### src/rtl/noc_link_fifo_pkg.sv
// noc_link_fifo_pkg: shared flit width and link FIFO depth for mesh generators
package noc_link_fifo_pkg;
  localparam int TOTAL_WIDTH = 32;
  localparam int DATA_WIDTH = TOTAL_WIDTH;
  localparam int LINK_FIFO_DEPTH = 4;
endpackage

### src/rtl/noc_link_fifo.sv
// noc_link_fifo: FWFT elastic link buffer with registered ready/valid; upstream i_valid/i_data/o_ready, downstream o_valid/o_data/i_ready, occupancy o_count
module noc_link_fifo
  import noc_link_fifo_pkg::*;
#(
  parameter int DATA_W = TOTAL_WIDTH,
  parameter int DEPTH = LINK_FIFO_DEPTH,
  parameter int CNT_W = $clog2(DEPTH) + 1
) (
  input  logic              clk,
  input  logic              rst,
  input  logic              i_valid,
  input  logic [DATA_W-1:0] i_data,
  output logic              o_ready,
  output logic              o_valid,
  output logic [DATA_W-1:0] o_data,
  input  logic              i_ready,
  output logic [CNT_W-1:0]  o_count
);
  localparam int PW = $clog2(DEPTH);
  logic [DATA_W-1:0] mem [DEPTH];
  logic [PW-1:0] wr_ptr, rd_ptr;
  logic push, pop;
  logic [CNT_W-1:0] next_count;
  assign push = i_valid & o_ready;
  assign pop = o_valid & i_ready;
  assign o_data = mem[rd_ptr];
  always_comb next_count = o_count + CNT_W'(push) - CNT_W'(pop);
  always_ff @(posedge clk) if (push) mem[wr_ptr] <= i_data;
  always_ff @(posedge clk or posedge rst)
    if (rst) begin
      wr_ptr <= '0;
      rd_ptr <= '0;
      o_count <= '0;
      o_valid <= 1'b0;
      o_ready <= 1'b0;
    end else begin
      wr_ptr <= wr_ptr + PW'(push);
      rd_ptr <= rd_ptr + PW'(pop);
      o_count <= next_count;
      o_valid <= next_count != '0;
      o_ready <= next_count != CNT_W'(DEPTH);
    end
`ifndef SYNTHESIS
  a_data_stable: assert property (@(posedge clk) disable iff (rst) i_valid && !o_ready |=> $stable(i_data));
  a_count_max: assert property (@(posedge clk) o_count <= CNT_W'(DEPTH));
`endif
endmodule
### config.mk
export PLATFORM = sky130hd
export DESIGN_NAME = noc_link_fifo
export DESIGN_NICKNAME = d
export VERILOG_FILES = /design/src/rtl/noc_link_fifo_pkg.sv /design/src/rtl/noc_link_fifo.sv
export SDC_FILE = /design/constraint.sdc
export NUM_CORES = 1
export LEC_CHECK = 0
export ABC_AREA = 1
export CAP_MARGIN = 20
export CELL_PAD_IN_SITES_DETAIL_PLACEMENT = 0
export CELL_PAD_IN_SITES_GLOBAL_PLACEMENT = 1
export CORE_MARGIN = 2
export CORE_UTILIZATION = 35
export DETAILED_ROUTE_END_ITERATION = 10
export DONT_BUFFER_PORTS = 1
export PLACE_DENSITY_LB_ADDON = 0.1
export SYNTH_ARGS = -nofsm -noshare
export SYNTH_HDL_FRONTEND = slang
export SYNTH_SLANG_ARGS = --single-unit
### constraint.sdc
create_clock -name clk -period 3.1 [get_ports clk]
set_input_delay 0.62 -clock clk [delete_from_list [all_inputs] [get_ports clk]]
set_output_delay 0.62 -clock clk [all_outputs]
set_load 0.1 [all_outputs]
* After elaboration in Yosys (flattened, before gate mapping)
Memories as Yosys holds them, arrays and structs flattened.
Index checks and enable logic that the tools add are counted.
W data, S select, Z words.
** Storage, ports and cells
- Bits in latches :: 0
- Register bits after elaboration :: 9
- Memories :: 1
- RAM bits :: 128
- Bits in read-only memories :: 0
- Bits of input ports :: 36
** Operators by class
- Div/mod/pow operators :: 0
- Equality and inequality tests :: 1
- $lt $le $gt $ge :: 0
- Multiplexer cells :: 2
- Bitwise logic cells :: 2
- Reduce and logical (&&, ||, !) cells :: 1
- Multiply operators :: 0
- Shifts and indexed selects :: 0
- Add/subtract/negate cells :: 4
** Memory list
- mem :: words 4, bits a word 32, rd ports 1, clocked after memory_dff 0, wr ports 1, RTL line noc_link_fifo.sv:20 : logic [DATA_W-1:0] mem [DEPTH];
** Operators with widths (count)
- $add A2 B1 Y2 :: 2
- $add A3 B1 Y3 :: 1
- $ne A3 B3 Y1 const B :: 1
- $reduce_bool A3 Y1 :: 1
- $sub A3 B1 Y3 :: 1
- $and A1 B1 Y1 :: 2
- $mux W1 :: 2

* Logic depth before layout (Yosys ltp)
- Depth in word-level cells :: 4
- Depth in mapped cells :: 12
- Gate-level depth less buffers :: 12

* Worst setup path before layout
Ideal clock, no wire load.
- Kind :: reg-to-reg
- From :: register o_ready
- To :: memory mem[0][0] (netlist name) (enable)
- Stages on the path, launching flop included :: 3
- Period minus slack after synthesis :: 3903 ps
- Setup slack :: -803 ps
- Data required time :: 2639 ps
- Arrival :: 3441 ps
- Path through :: dfrtp_1 > nand2_1 > nor3_1
** On the way
- Cells in the longest elaborated chain, start to end :: 3
** RTL lines
- start: declaration :: RTL line noc_link_fifo.sv:13 : output logic o_ready,
- start signal: assignment :: RTL line noc_link_fifo.sv:41 : o_ready <= next_count != CNT_W'(DEPTH);
- $and A1 B1 Y1 :: RTL line noc_link_fifo.sv:24 : assign push = i_valid & o_ready;
- $mux W1 :: RTL line noc_link_fifo.sv:28 : always_ff @(posedge clk) if (push) mem[wr_ptr] <= i_data;
- $mux W1 (not written as such) :: RTL line noc_link_fifo.sv:28
- end: declaration :: RTL line noc_link_fifo.sv:20
No other way between the ends.

* Worst setup path in the final report
- From :: register rd_ptr[0]
- To :: output port o_data[2]
** On the way
- Cells in the longest elaborated chain, start to end :: 1
** RTL lines
- start: declaration :: RTL line noc_link_fifo.sv:21 : logic [PW-1:0] wr_ptr, rd_ptr;
- start signal: assignment :: RTL line noc_link_fifo.sv:38 : rd_ptr <= rd_ptr + PW'(pop);
- $mem_v2 Z4 W32
- end: declaration :: RTL line noc_link_fifo.sv:15 : output logic [DATA_W-1:0] o_data,
No other way between the ends.

==> impl_metrics.csv <==
group,metric,value,unit
detailed_routing,wl_met3,540,um
setup_path,endpoint_kind,"output port",
synth,yosys.area.top_type,"edfxtp_1",
clock_tree,cts_setup_buffers,0,
synth,synth_area,5500,sq um
finish,nets,502,
placed_design,gp_congestion,0.694,
setup_path,crit_slowest_cell,"dfrtp_1",
synth,ys_seq_elements,137,
sta,setup_tns,0,ns
setup_path,critical_path.top_delay_family,"buffers and inverters",
sta,fin_crit,2.62,ns
detailed_routing,drt_first_pass_iters,4,
synth,synth.most_common_cell,"edfxtp_1",
finish,drive_gt1_frac,0.168,
die,rows,45,
sta,setup-violations-final,0,
detailed_routing,vias_per_cell,4.47,
global_routing,grt_pass1_wl,16600,um
setup_path,reg2reg_depth,12,
die,fp.dieW,129,um
synth,syn-num-nets,456,
sta,clock.fmax,382,MHz
detailed_routing,drtIter0Drc,122,
setup_path,crit_start,"rd_ptr[0]",
detailed_routing,m1WireLength,4620,um
detailed_routing,wl_met2,5350,um
min_path,hold_class,"input pin to asynchronous set/reset pin",
global_routing,grt.total_usage,0.140,
finish,final_util,0.434,
setup_path,path_cells,"inv_4 > buf_12 > o211ai_1 > nand2_1 > buf_4",
placed_design,hpwl,6280,um
setup_path,slowest_delay,0.39,ns
die,initial_utilization,0.361,
detailed_routing,vias,3064,
job,drv_cap,0,
clock_tree,cts-root-buf,"clkbuf_16",
setup_path,crit_arrival,2.00,ns
synth,ys_types,15,
setup_path,worst-path-buf-inv,3,
global_routing,antenna_found_initial,0,
synth,ys.flop_type,"edfxtp_1",
sta,worst_hold_slack,0.0695,ns
setup_path,r2r-end,"o_ready",
sta,period_share,0.845,
clock_tree,cts_buffers,17,
setup_path,regToRegSetupSlack,1.17,ns
clock_tree,postCtsHoldBufs,0,
finish,fill_cells,1448,
die,die_y,129,um
synth,synth_edf_count,128,
clock_tree,clock_sinks,137,
synth,async_flop_share,0.0657,
placed_design,port_buffers,0,
setup_path,crit_type,"register to output port",
clock_tree,cts_tree,"built",
synth,yosys-top-cells-area,"edfxtp_1, o211ai_1, nand2_1",
clock_tree,clk_latency,0.41,ns
setup_path,r2r_start,"o_ready",
clock_tree,clk_pin_slew_worst_paths,0.06,ns
placed_design,placed_cells,655,
sta,tightest_slew,0.945,ns
finish,antennaDiodeCount,0,
sta,hold_viol,0,
setup_path,path_max_fanout,68,
finish,syn_to_final_growth,20.4,%
setup_path,endpoint,"o_data[2]",
clock_tree,cts_resized,0,
global_routing,grt-ovfl-total,0,
synth,synth.top_cells.by_count,"edfxtp_1, nand2_1, inv_1",
detailed_routing,final_antenna_net_count,0,
sta,slew_headroom,0.370,
clock_tree,htree_levels,4,
status,outcome,"completed",
synth,yosysWarnings,0,
sta,finalClockSkew,0.00679,ns
clock_tree,clockBufferDepth,2,
die,die_area,16700,sq um
setup_path,critical_path.startpoint_type,"register",
finish,final_cells,686,
synth,synthCells,417,
setup_path,worstSetupPathDepth,5,
sta,finalMaxSlewViolations,0,
die,io_pins,73,
die,core_region_area,15300,sq um
sta,rsz0062_at_grt,"false",
synth,ys_seq_area_frac,0.739,
detailed_routing,wl_per_cell,15.6,um
synth,synth_top_area_share,0.698,
detailed_routing,drc,0,
synth,synth.avg_cell_area,13.2,sq um
detailed_routing,top_layer_used,"met4",
setup_path,cp.required,2.48,ns
global_routing,grt_max_degree,69,
global_routing,first_global_vias,2967,
detailed_routing,routed_wl,10700,um
layout by cell type (no fill, tap or decap), types with 2 or more instances in the layout:
cell type,synthesis,final
nor3_2,0,4
edfxtp_1,128,128
o211ai_1,64,64
ha_1,2,2
dfrtp_1,9,8
clkinv_2,0,3
buf_4,2,44
inv_1,72,72
xor2_1,3,3
buf_12,0,4
nand2_1,107,107
nand3_1,2,2
clkbuf_1,0,3
clkinv_1,0,3
nor2_1,2,2
bufinv_16,0,4
clkbuf_16,0,17
logic make-up after synthesis:
kind of cell | synth area share
xor+xnor | 0.00477
compound gates | 0.0873
simple gates | 0.0798
fa+ha+maj | 0.00818
flops | 0.739
buf+inv | 0.0807
layout make-up:
| class | count | area, sq um | share of cell area |
|---|---|---|---|
| clock buffers | 20 | 437 | 0.0659 |
| multi-input cells | 185 | 1010 | 0.153 |
| flip-flops and latches | 137 | 4070 | 0.614 |
| clock inverters | 11 | 154 | 0.0232 |
| inverters | 74 | 280 | 0.0423 |
| well taps | 211 | 264 | 0.0398 |
| repair buffers | 48 | 410 | 0.0619 |
worst register-to-register path: stages (launching register included):
cell,delay [ns]
dfrtp_1,0.38
nand2_1,0.22
inv_1,0.10
nand2_1,0.07
nand2_1,0.06
ha_1,0.19
fa_1,0.38
inv_1,0.07
nand2_1,0.06
nand2_1,0.09
nand2_1,0.06
nand2_1,0.09
nand2_1,0.05
registers in the layout (all words and copies together) (netlist names):
name	count
mem	128
wr_ptr	2
o_count	3
o_ready	1
o_valid	1
rd_ptr	2
metal layers:
metal | track usage | vias to the layer above
met5 | 0 | -
met4 | 0.0691 | 0
met3 | 0.0491 | 16
met2 | 0.226 | 62
met1 | 0.166 | 1452
li1 | - | 1534
stage by stage:
stage	area [sq um]	setup slack (ns)
5_1_grt	6630	0.293
2_1_floorplan	5500	-0.803
3_3_place_gp	6040	0.923
4_1_cts	6630	0.434
3_5_place_dp	6040	0.891
6_report	6630	0.480
worst min-delay path by stage:
stage                             to  slack (ns)  cells after the start
after floorplan           o_count[0]        0.45                      1
after global placement     wr_ptr[1]        0.52                      1
after detailed placement  o_count[0]        0.53                      1
after CTS                 o_count[2]        0.07                      1
after global routing       wr_ptr[0]        0.08                      1
final                      wr_ptr[0]        0.07                      1
Power is left out: the tool's default activity adds up to more than one toggle a clock period on the data nets, which glitch-free logic cannot reach.
